## src/rtl/core_bus_arbiter_pkg.sv

```systemverilog
// Shared types for the fetch/data memory-port arbiter.
package bus_arb_pkg;

  typedef enum logic [1:0] {IDLE, REQ, WAIT} arb_state_t;
  typedef enum logic [1:0] {NONE, PORT_I, PORT_D} arb_port_t;

  localparam logic [2:0] FETCH_SIZE = 3'b010;

endpackage

```

## src/rtl/core_bus_arbiter_pick.sv

```systemverilog
// Combinational winner select between fetch and data requesters.
// CORE_BUS_ARB_RR_EN switches ties from fixed D priority to round-robin.
module arb_pick
  import bus_arb_pkg::*;
(
  input  logic      i_req,
  input  logic      d_req,
  input  arb_port_t mask,
  input  logic      last,
  output arb_port_t winner
);

  logic iCand, dCand;

  // The masked port is the one completing this cycle; its valid still shows the old request.
  assign iCand = i_req && (mask != PORT_I);
  assign dCand = d_req && (mask != PORT_D);

`ifdef CORE_BUS_ARB_RR_EN
  // last = 1 means D held the most recent grant, so I wins the next tie.
  always_comb begin
    winner = NONE;
    if (iCand && dCand) winner = last ? PORT_I : PORT_D;
    else if (dCand)     winner = PORT_D;
    else if (iCand)     winner = PORT_I;
  end
`else
  logic unusedLast;
  assign unusedLast = last;

  always_comb begin
    winner = NONE;
    if (dCand)      winner = PORT_D;
    else if (iCand) winner = PORT_I;
  end
`endif

endmodule

```

## src/rtl/core_bus_arbiter.sv

```systemverilog
// Shares one memory port between fetch (I) and data (D) requesters, one transaction in flight.
// Define CORE_BUS_ARB_RR_EN for round-robin arbitration instead of fixed D-over-I priority.
module core_bus_arbiter
  import bus_arb_pkg::*;
#(
  parameter int AW = 32,
  parameter int DW = 32
) (
  input  logic            clk,
  input  logic            resetn,
  input  logic            i_valid,
  input  logic [AW-1:0]   i_addr,
  output logic            i_addr_ok,
  output logic            i_data_ok,
  output logic [DW-1:0]   i_data,
  input  logic            d_valid,
  input  logic [AW-1:0]   d_addr,
  input  logic [2:0]      d_size,
  input  logic [DW/8-1:0] d_strobe,
  input  logic [DW-1:0]   d_wdata,
  output logic            d_addr_ok,
  output logic            d_data_ok,
  output logic [DW-1:0]   d_data,
  output logic            m_valid,
  output logic [AW-1:0]   m_addr,
  output logic [2:0]      m_size,
  output logic [DW/8-1:0] m_strobe,
  output logic [DW-1:0]   m_wdata,
  input  logic            m_addr_ok,
  input  logic            m_data_ok,
  input  logic [DW-1:0]   m_data
);

  arb_state_t state;
  arb_port_t  grant, winner, mask;
  logic       lastD, addrAck, complete, pickNow;

  assign addrAck  = (state == REQ) && m_addr_ok;
  assign complete = (addrAck && m_data_ok) || ((state == WAIT) && m_data_ok);
  assign mask     = complete ? grant : NONE;
  assign pickNow  = (state == IDLE) || complete;

  assign i_addr_ok = addrAck  && (grant == PORT_I);
  assign d_addr_ok = addrAck  && (grant == PORT_D);
  assign i_data_ok = complete && (grant == PORT_I);
  assign d_data_ok = complete && (grant == PORT_D);
  assign i_data    = m_data;
  assign d_data    = m_data;

  arb_pick uPick (
    .i_req  (i_valid),
    .d_req  (d_valid),
    .mask   (mask),
    .last   (lastD),
    .winner (winner)
  );

`ifdef CORE_BUS_ARB_RR_EN
  always_ff @(posedge clk) begin
    if (!resetn)
      lastD <= 1'b0;
    else if (pickNow && (winner != NONE))
      lastD <= (winner == PORT_D);
  end
`else
  assign lastD = 1'b0;
`endif

  // Request fields are captured only at grant; the memory side sees the register alone.
  always_ff @(posedge clk) begin
    if (!resetn) begin
      state    <= IDLE;
      grant    <= NONE;
      m_valid  <= 1'b0;
      m_addr   <= '0;
      m_size   <= '0;
      m_strobe <= '0;
      m_wdata  <= '0;
    end else if (pickNow) begin
      case (winner)
        PORT_D: begin
          state    <= REQ;
          grant    <= PORT_D;
          m_valid  <= 1'b1;
          m_addr   <= d_addr;
          m_size   <= d_size;
          m_strobe <= d_strobe;
          m_wdata  <= d_wdata;
        end
        PORT_I: begin
          state    <= REQ;
          grant    <= PORT_I;
          m_valid  <= 1'b1;
          m_addr   <= i_addr;
          m_size   <= FETCH_SIZE;
          m_strobe <= '0;
          m_wdata  <= '0;
        end
        default: begin
          state   <= IDLE;
          grant   <= NONE;
          m_valid <= 1'b0;
        end
      endcase
    end else if (addrAck) begin
      state   <= WAIT;
      m_valid <= 1'b0;
    end
  end

endmodule

```

## config.mk

```make
export PLATFORM = sky130hd
export DESIGN_NAME = core_bus_arbiter
export DESIGN_NICKNAME = d
export VERILOG_FILES = /design/src/rtl/core_bus_arbiter_pkg.sv /design/src/rtl/core_bus_arbiter_pick.sv /design/src/rtl/core_bus_arbiter.sv
export SDC_FILE = /design/constraint.sdc
export NUM_CORES = 1
export LEC_CHECK = 0
export BUFFER_PORTS_ARGS = -buffer_cell sky130_fd_sc_hd__buf_2
export CAP_MARGIN = 20
export CORE_AREA = 2 2 108 110
export DETAILED_ROUTE_END_ITERATION = 8
export DIE_AREA = 0 0 110 112
export PLACE_DENSITY = 0.7
export SLEW_MARGIN = 40
export SYNTH_ARGS = -nofsm -noshare
export SYNTH_HDL_FRONTEND = slang
export SYNTH_SLANG_ARGS = --single-unit
```

## constraint.sdc

```tcl
create_clock -name clk -period 2.2 [get_ports clk]
set_input_delay 0.11 -clock clk [delete_from_list [all_inputs] [get_ports clk]]
set_output_delay 0.11 -clock clk [all_outputs]
set_load 0.01 [all_outputs]
```

# [After elaboration in Yosys (flattened, before gate mapping)]
# Index checks and enable logic that the tools add are counted.
[word_totals] ff_bits=76 word_cells=45 output_inout_bits=140
[classes] eq_ne=8 muxes=14 n_reduce_logical=16
[op_table] operator="32-bit case mux with 2 select lines" n=2
[op_table] operator="1-bit logical AND" n=9
[op_table] operator="2-bit 2-to-1 mux" n=4
[op_table] operator="4-bit case mux with 2 select lines" n=1
[op_table] operator="2-bit by 1-bit equality test with 1-bit output, second input constant" n=3
[op_table] operator="2-bit equality test, second input constant" n=3
[op_table] operator="3-bit case mux with 2 select lines" n=1
[op_table] operator="1-bit 2-to-1 mux" n=5
[op_table] operator="2-bit case mux with 2 select lines" n=1
[op_table] operator="2-bit nonzero test" n=2
[op_table] operator="2-bit zero test" n=1
[op_table] operator="1-bit logical OR" n=2
[op_table] operator="2-bit by 1-bit != test with 1-bit output, second input constant" n=1
[op_table] operator="2-bit != test, second input constant" n=1
[op_table] operator="2-bit AND reduction" n=1
[op_table] operator="2-bit OR reduction" n=1

# [Logic depth before layout (Yosys ltp)]
# Gate-level depths: netlist of run 1.
[logic_depth] depth_word=13 depth_mapped=7 ltp_nobuf=5

# [Modules after synthesis]
# Synthesis of run 1 repeated with hierarchy kept, for this count alone.
[unflattened] hier_cells=460 hier_area_um2=4269.1
[modules_own_cells] mod="core_bus_arbiter" cells_each=454 seq_area_each_um2=1501.4 area_per_inst_um2=4231.6 instances=1
[modules_own_cells] mod="arb_pick" cells_each=6 seq_area_each_um2=0.0 area_per_inst_um2=37.5 instances=1

# [Least setup slack after synthesis of run 1]
# Ideal clock, no wire load.
[synth_timing] kind="reg-to-reg" from="register state[0]" to="register m_strobe[0]" synth_period_minus_slack_ns=1.645 arrival_ns=1.528 stages_incl_launch_ff=8 setup_time_ns=0.117 path_slack_ns=0.555 path_buffers=2 t_required_ns=2.083 path_cell_list="dfxtp_1 > nand2b_1 > nand3_1 > a41oi_2 > nor2_1 > buf_2 > buf_4 > a22o_1"
[synth_via] elab_chain_len=12 elab_cells_between_ends=20 classes_between="eq/ne (6); mux (4); reduce/logical (10)"
[synth_lines] item="start, declared" line="core_bus_arbiter.sv:34" rtl="arb_state_t state;"
[synth_lines] item="start signal, assigned" line="core_bus_arbiter.sv:72" rtl="state <= IDLE;"
[synth_lines] item="start signal, assigned" line="core_bus_arbiter.sv:82" rtl="state <= REQ;"
[synth_lines] item="start signal, assigned" line="core_bus_arbiter.sv:91" rtl="state <= REQ;"
[synth_lines] item="2-bit by 1-bit equality test with 1-bit output" line="core_bus_arbiter.sv:38" rtl="assign addrAck = (state == REQ) && m_addr_ok;"
[synth_lines] item="1-bit logical AND" line="core_bus_arbiter.sv:38"
[synth_lines] item="1-bit logical AND" line="core_bus_arbiter.sv:39" rtl="assign complete = (addrAck && m_data_ok) || ((state == WAIT) && m_data_ok);"
[synth_lines] item="1-bit logical OR" line="core_bus_arbiter.sv:39"
[synth_lines] item="2-bit 2-to-1 mux" line="core_bus_arbiter.sv:40" rtl="assign mask = complete ? grant : NONE;"
[synth_lines] item="2-bit by 1-bit != test with 1-bit output" line="core_bus_arbiter_pick.sv:16" rtl="assign iCand = i_req && (mask != PORT_I);"
[synth_lines] item="1-bit logical AND" line="core_bus_arbiter_pick.sv:16"
[synth_lines] item="1-bit 2-to-1 mux" line="core_bus_arbiter_pick.sv:34" rtl="else if (iCand) winner = PORT_I;"
[synth_lines] item="2-bit 2-to-1 mux" line="core_bus_arbiter_pick.sv:33" rtl="if (dCand) winner = PORT_D;"
[synth_lines] item="2-bit by 1-bit equality test with 1-bit output / 2-bit equality test (equally long branches)" line="core_bus_arbiter.sv:80" rtl="case (winner)"
[synth_lines] item="2-bit nonzero test (no source line)"
[synth_lines] item="2-bit AND reduction (no source line)"
[synth_lines] item="end signal, assigned" line="core_bus_arbiter.sv:87" rtl="m_strobe <= d_strobe;"
[synth_lines] item="end, declared" line="core_bus_arbiter.sv:27" rtl="output logic [DW/8-1:0] m_strobe,"
# Parallel ways exist; a longest one is shown, timed or not.
# A chain may end at the register's enable or synchronous reset.

# [Worst setup path in the final report of run 1]
[layout_timing] from="register state[0]" to="register m_wdata[26]"
[layout_via] elab_chain_len=12 elab_cells_between_ends=20 classes_between="eq/ne (6); mux (4); reduce/logical (10)"
[layout_lines] item="2-bit by 1-bit equality test with 1-bit output" line="core_bus_arbiter.sv:38"
[layout_lines] item="1-bit logical AND" line="core_bus_arbiter.sv:38"
[layout_lines] item="1-bit logical AND" line="core_bus_arbiter.sv:39"
[layout_lines] item="1-bit logical OR" line="core_bus_arbiter.sv:39"
[layout_lines] item="2-bit 2-to-1 mux" line="core_bus_arbiter.sv:40"
[layout_lines] item="2-bit by 1-bit != test with 1-bit output" line="core_bus_arbiter_pick.sv:16"
[layout_lines] item="1-bit logical AND" line="core_bus_arbiter_pick.sv:16"
[layout_lines] item="1-bit 2-to-1 mux" line="core_bus_arbiter_pick.sv:34"
[layout_lines] item="2-bit 2-to-1 mux" line="core_bus_arbiter_pick.sv:33"
[layout_lines] item="2-bit by 1-bit equality test with 1-bit output / 2-bit equality test (equally long branches)" line="core_bus_arbiter.sv:80"
[layout_lines] item="2-bit nonzero test (no source line)"
[layout_lines] item="2-bit AND reduction (no source line)"
[layout_lines] item="end signal, assigned" line="core_bus_arbiter.sv:88" rtl="m_wdata <= d_wdata;"
[layout_lines] item="end, declared" line="core_bus_arbiter.sv:28" rtl="output logic [DW-1:0] m_wdata,"
# Parallel ways exist; a longest one is shown, timed or not.

==> summary.md, run 1 <==
| Metric | Value |
|---|---|
| Least-Margin Pin Slew | `0.407 ns` |
| I/O Pins | `281` |
| Routed Antenna Nets | `0` |
| Synth Register Bits | `75` |
| Final worst path period need | `1.75 ns` |
| Total track usage | `14.9%` |
| DP Area | `3860 um^2` |
| Die width | `110 um` |
| CTS clk-pin slew, worst paths | `0.06 ns` |
| Pin count of the biggest net entering global routing | `67` |
| First-pass GRT wire length | `14100 um` |
| Run status | `completed` |
| Post-cts resize count | `0` |
| Slew HR | `72.9%` |
| YS warnings | `0` |
| Gpl congestion | `0.781` |
| Die height | `112 um` |
| Hold Path Depth | `3` |
| Total of fill cells in the finished design | `1097` |
| Multi-input logic area | `1190 um^2` |
| Crit share post-route | `79.5%` |
| Post-DP HPWL | `6590 um` |
| Seq/Total Area, Yosys | `45.6%` |
| Mapped Area | `3290 um^2` |
| R2r setup slk | `0.45 ns` |
| Remaining Overflow, GRT | `0` |
| Initial antenna violation count | `0` |
| DRT Pass-1 Iters | `5` |
| Final core utilization | `40.5%` |
| Worst skew pair latency | `0.33 ns` |
| RR Endpoint | `m_wdata[26]` |
| Root buf cell | `clkbuf_16` |
| Yosys cell types | `27` |
| Final instance area | `4520 um^2` |
| Worst EP arrival | `1.97 ns` |
| Max cap viols | `0` |
| Mapped Cells | `365` |
| Vias | `3113` |
| Nets | `655` |
| HP Start | `i_addr[26]` |
| Routed length per placed instance | `14.5 um` |
| Layout cells sized above 1 | `41.0%` |
| Diode count | `0` |
| Synth-to-layout area growth | `37.5%` |
| Initial core utilization | `29.4%` |
| Crit path kind | `flop to flop` |
| LEAKAGE | `2.21 nW` |
| IO Port Bufs | `184` |
| Longest Clk Path Bufs | `2` |
| # Post-CTS Setup Buffers | `0` |
| Final wirelength | `9620 um` |
| DRT iter0 DRCs | `134` |
| Clock Skews | `0.00657 ns` |
| F_max | `0.572 GHz` |
| FF+latch area | `1500 um^2` |
| Fin. Hold Viols | `0` |
| WHS Endpoint | `m_addr[26]` |
| Clock Sinks | `75` |
| # H-tree levels | `3` |
| Critical R2R Launch | `state[0]` |
| Setup repair after global routing missed its margin | `false` |
| Worst IR drop on VDD | `0.470 mV` |
| Core Region | `11200 um^2` |
| Setup violators final | `0` |
| Post-synthesis average cell area | `9.01 um^2` |
| Critical path endpoint category | `flop` |
| Vias in the first global route | `3026` |
| Setup TNS Final | `0 ns` |
| CP max FO | `38` |
| Power per cell area | `825 nW/um^2` |
| Hold crit path type | `primary input to flop` |
| DRC Markers | `0` |
| Post-Syn Nets | `506` |
| Die area | `12300 um^2` |
| Cell Rows | `39` |
| Worst path required time | `2.42 ns` |
| Worst r2r path cells | `6` |
| Via density | `4.70` |
| CTS tree | `done` |
| Pins Over Slew Limit | `0` |
| Critical Path Start Type | `flop` |
| CTS Buf Count | `9` |
[repair_timing]
action / in CTS / in global routing
hold buffers: 36 / 0
hold endpoints to repair: 36 / 0
setup endpoints to repair: 0 / 0
[kinds of logic (layout without fill, tap and decap cells)]
logic type	after synthesis	after routing	share of synthesized area, %
mux	1	1	0.304
buf+inv	89	243	18.6
simple gates	87	87	11.3
flops	75	75	45.6
compound gates	113	113	24.2
[stage by stage]
| step | cells | hold slack, ns | setup slack (ns) | total power [mW] |
|---|---|---|---|---|
| after floorplan | 365 | 0.243 | 0.555 | 2.05 |
| after global placement | 610 | 0.220 | 0.525 | 2.21 |
| after detailed placement | 610 | 0.220 | 0.447 | 2.22 |
| after CTS | 662 | 0.00584 | 0.449 | 3.79 |
| after global routing | 662 | 0.0113 | 0.276 | 3.92 |
| final | 662 | 0.0249 | 0.450 | 3.73 |
[worst max-delay path by stage]
stage / start / end / slack (ns)
after floorplan: state[0] / m_strobe[0] / 0.56
after global placement: state[0] / m_wdata[10] / 0.53
after detailed placement: state[0] / m_addr[3] / 0.45
after CTS: state[0] / m_addr[3] / 0.45
after global routing: state[0] / m_addr[25] / 0.28
final: state[0] / m_wdata[26] / 0.45
[state kept, by name (all words and copies together) (netlist names)]
signal,cells
grant,2
m_addr,32
m_size,3
m_strobe,4
m_wdata,32
state,2
[cells in the mapped netlist]
cell type | number | area, um^2
nand3_1 | 2 | 10.0
o221a_2 | 1 | 11.3
o211ai_2 | 1 | 12.5
dfxtp_1 | 75 | 1500
a31oi_1 | 32 | 200
o21ai_1 | 11 | 55.1
nor2_1 | 8 | 30.0
a21boi_1 | 1 | 7.51
a41oi_2 | 1 | 16.3
nand3b_1 | 2 | 15.0
nor3b_1 | 2 | 15.0
clkbuf_1 | 4 | 15.0
a21oi_1 | 3 | 15.0
buf_4 | 69 | 518
o2111ai_2 | 1 | 15.0
o21a_1 | 1 | 7.51
buf_1 | 1 | 3.75
nand2b_1 | 3 | 18.8
inv_1 | 1 | 3.75
nand3b_4 | 1 | 20.0
buf_2 | 14 | 70.1
mux2i_1 | 1 | 10.0
a22o_1 | 38 | 333
o21ai_0 | 22 | 110
o2111a_1 | 1 | 11.3
nand2_1 | 68 | 255
and2_4 | 1 | 8.76
[per-layer routing]
metal | global-route usage, % | share of wire (%) | vias to the layer above
met2 | 26.7 | 49 | 206
met4 | 7.76 | 2.3 | 0
li1 | - | - | 1514
met1 | 15.2 | 39 | 1377
met3 | 4.68 | 11 | 16
met5 | 0 | 0 | -
[worst max-delay path: stages, from the launching register on]
cell and delay, ns:
dfxtp_1 0.45, nand2b_1 0.20, nand3_1 0.20, a41oi_4 0.25, nor2_2 0.04, buf_4 0.25, a22o_1 0.23
[cells in the final DEF, fill, tap and decap left out, drive strengths merged, types with 2 or more instances in the layout]
master	netlist	layout
buf	84	190
dfxtp	75	75
nand2	68	68
a22o	38	38
dlygate4sd3	0	36
o21ai	33	33
a31oi	32	32
clkbuf	4	12
nor2	8	8
nand2b	3	3
a21oi	3	3
nand3b	3	3
clkinv	0	3
nor3b	2	2
nand3	2	2
[cell type report]
class / count / share of cell area, %
timing repair buffer: 226 / 29.6
clock inverter: 4 / 1.08
sequential: 75 / 33.2
inverter: 1 / 0.0830
clock buffer: 12 / 5.67
tap: 143 / 3.96
multi-input combinational: 201 / 26.4
[where the power goes]
| part | internal, mW | total (mW) | switching, mW |
|---|---|---|---|
| combinational | 0.326 | 0.686 | 0.360 |
| clock | 0.938 | 1.48 | 0.547 |
| sequential | 1.49 | 1.56 | 0.0701 |
| total | 2.75 | 3.73 | 0.977 |
Note: power is estimated with default switching activity, not from simulation.
==> run 2: changes to the inputs <==
--- a/config.mk
+++ b/config.mk
@@ -5,12 +5,13 @@
 export SDC_FILE = /design/constraint.sdc
 export NUM_CORES = 1
 export LEC_CHECK = 0
+export ABC_AREA = 1
 export BUFFER_PORTS_ARGS = -buffer_cell sky130_fd_sc_hd__buf_2
 export CAP_MARGIN = 20
-export CORE_AREA = 2 2 108 110
+export CORE_MARGIN = 2
+export CORE_UTILIZATION = 38
 export DETAILED_ROUTE_END_ITERATION = 8
-export DIE_AREA = 0 0 110 112
-export PLACE_DENSITY = 0.7
+export PLACE_DENSITY = 0.82
 export SLEW_MARGIN = 40
 export SYNTH_ARGS = -nofsm -noshare
 export SYNTH_HDL_FRONTEND = slang
==> constraint.sdc (replaced) <==
create_clock -name clk -period 1.58 [get_ports clk]
set_input_delay 0.079 -clock clk [delete_from_list [all_inputs] [get_ports clk]]
set_output_delay 0.079 -clock clk [all_outputs]
set_load 0.01 [all_outputs]
==> run 2 against run 1 <==
  * Hold slack worse by 0.0014 ns
  * First-iteration DRC count increased by 68%
  * Largest cell class is now non-clock buffers
  * Highest routed layer unchanged
  * Combinational power rose by 110%
==> summary.md, run 2 <==
| Metric | Value |
|---|---|
| Vias in the first global route | `3933` |
| Gpl congestion | `0.797` |
| Post-Syn Nets | `760` |
| Pins Over Slew Limit | `0` |
| Main synth FF type | `dfxtp_1` |
| Crit path kind | `flop to flop` |
| Crit share post-route | `98.0%` |
| Worst path slowest cell | `dfxtp_4` |
| Yosys cell types | `20` |
| Least-Margin Pin Slew | `0.243 ns` |
| Top flop regs | `m_addr x32, m_wdata x32, m_strobe x4` |
| Clock Sinks | `75` |
| Hold crit path type | `primary input to flop` |
| Routed length per placed instance | `13.4 um` |
| First-pass GRT wire length | `19000 um` |
| Most common cell after layout, fill and taps aside | `buf_2` |
| RR Endpoint | `m_addr[27]` |
| Switching pwr | `1.67 mW` |
| Worst skew pair latency | `0.34 ns` |
| R2r setup slk | `0.03 ns` |
| Synth-to-layout area growth | `31.8%` |
| Remaining Overflow, GRT | `0` |
| Cell family with most CP delay | `simple AND/OR/NAND/NOR gates` |
| Vias | `4245` |
| DRT Pass-1 Iters | `5` |
| Post-synth EDFFs | `0` |
| Critical path's largest stage delay | `0.37 ns` |
| Switching Fraction | `32.5%` |
| I/O Pins | `281` |
| Via density | `4.59` |
| Max cap viols | `0` |
| Diode count | `0` |
| HP Start | `d_wdata[28]` |
| Critical R2R Launch | `state[0]` |
| Worst r2r path cells | `9` |
| Setup TNS Final | `0 ns` |
| Power per cell area | `918 nW/um^2` |
| Clock Skews | `0.0109 ns` |
| Synth top area cells | `dfxtp_1 (35%), buf_4 (13%), inv_1 (13%), nand2_1 (12%), nand3_1 (12%)` |
| Power Total | `5.14 mW` |
| Critical path endpoint category | `flop` |
| Total of fill cells in the finished design | `1035` |
| Cell taking the most area after synthesis | `dfxtp_1` |
| CTS clk-pin slew, worst paths | `0.09 ns` |
| Synth Register Bits | `75` |
| DRT iter0 DRCs | `225` |
| WHS Endpoint | `m_wdata[28]` |
| Worst path required time | `1.82 ns` |
| CTS tree | `done` |
| Int Pwr | `3.47 mW` |
| Post-synthesis average cell area | `6.87 um^2` |
| Final worst path period need | `1.55 ns` |
| Setup violators final | `0` |
| Inst Count DP | `864` |
| Nets | `921` |
| Total track usage | `20.2%` |
| Initial antenna violation count | `0` |
| Die width | `110 um` |
| F_max | `0.646 GHz` |
| Most common cell in the netlist | `inv_1` |
| Clock power frac | `29.7%` |
| CTS Buf Count | `9` |
| YS warnings | `0` |
| Routed Antenna Nets | `0` |
| Ys async rst share | `0%` |
| Critical Path Start Type | `flop` |
| Yosys top cell area share | `35.3%` |
| Run status | `completed` |
| Hold Path Depth | `3` |
| Cell Rows | `38` |
| Reg power frac | `42.1%` |
| Longest Clk Path Bufs | `2` |
| Most used cell, CP | `nand2_4` |
| Worst IR drop on VDD | `0.527 mV` |
| IO Port Bufs | `184` |
| Crit path buffers/inverters | `2` |
| Gate power share | `28.2%` |
| CP max FO | `7` |
| Cells along the critical path | `a21oi_4 > nand2_4 > nand2_4 > nand3_4 > nand2_4 > buf_12 > nand3_1 > nand2_1 > inv_1` |
| Pin count of the biggest net entering global routing | `57` |
| Layout cells sized above 1 | `32.2%` |
| Setup repair after global routing missed its margin | `true` |
| Mapped Cells | `619` |
| Die height | `110 um` |
| LEAKAGE | `3.34 nW` |
| Most frequent cells in the layout | `buf_2 (184), inv_1 (144), nand2_1 (139)` |
| Fin. Hold Viols | `0` |
| Slew HR | `83.8%` |
| Die area | `12000 um^2` |
| Final wirelength | `12400 um` |
| Core Region | `10900 um^2` |
| DRC Markers | `0` |
| Initial core utilization | `39.0%` |
| Post-DP HPWL | `8050 um` |
| # H-tree levels | `3` |
| Final std cells w/o fill | `925` |
| Mapped Area | `4250 um^2` |
| Root buf cell | `clkbuf_8` |
| Seq/Total Area, Yosys | `35.3%` |
| Top cells by count, synth | `inv_1 (145), nand2_1 (139), nand3_1 (98), dfxtp_1 (75), buf_4 (74)` |
| Worst EP arrival | `1.79 ns` |
run 2: cells by family after synthesis:
group / share of synthesized area [%]
DFF: 35.3
and+or+nand+nor: 27.8
AOI/OAI and AO/OA: 6.80
buffers and inverters: 30.1
run 2: routing by layer:
layer  track usage [%]  up-vias  wire [um]
met5                 0        -          0
met4              7.05        0        278
met3              7.59       33       1240
met2              34.7      219       5860
met1              23.1     1852       4980
li1                  -     2141          -
run 2: worst reg2reg max path: stages (launching register included):
cell,delay (ns)
dfxtp_4,0.37
a21oi_4,0.23
nand2_4,0.09
nand2_4,0.10
nand3_4,0.17
nand2_4,0.18
buf_12,0.13
nand3_1,0.08
nand2_1,0.07
inv_1,0.03
run 2: metrics by stage:
step	hold slack (ns)	cell area, um^2	setup WS, ns	util (%)
final	0.0235	5600	0.0310	51.4
after global routing	0.0124	5600	-0.0616	51.4
after CTS	0.00235	5480	0.00719	50.3
after detailed placement	0.158	4860	-0.0298	44.7
after global placement	0.158	4860	0.0180	44.7
after floorplan	0.223	4250	0.105	-
run 2: worst max-delay path by stage:
stage | depth (start not counted) | to | startpoint | slack (ns)
CTS | 9 | m_addr[11] | state[0] | 0.007
finish | 9 | m_addr[27] | state[0] | 0.03
floorplan | 10 | m_addr[21] | state[0] | 0.11
detailed placement | 10 | m_addr[6] | state[0] | -0.03
global placement | 9 | m_addr[9] | state[0] | 0.02
global route | 9 | m_addr[7] | state[0] | -0.06
run 2: timing repair:
action / CTS / global route
setup endpoints to repair: 58 / 62
resized for setup: 2 / 18
cloned: 1 / 2
setup buffers: 1 / 3
endpoints found under the hold margin: 38 / 0
pin swaps: 1 / 6
hold buffers: 38 / 0
run 2: area by class of cell:
class	count	area (um^2)	area share (%)
tap	140	175	3.13
clock buffer	9	124	2.21
clock inverter	7	77.6	1.38
inverter	147	552	9.85
timing repair buffer	246	1630	29.1
multi-input combinational	301	1540	27.4
sequential	75	1510	26.9
run 2: power groups by stage:
stage	registers, mW	clock network [mW]	logic (mW)
after CTS	2.16	1.59	1.38
final	2.17	1.53	1.45
after global placement	2.20	0	1.26
after detailed placement	2.20	0	1.28
after floorplan	2.28	0	0.872
after global routing	2.19	1.69	1.62
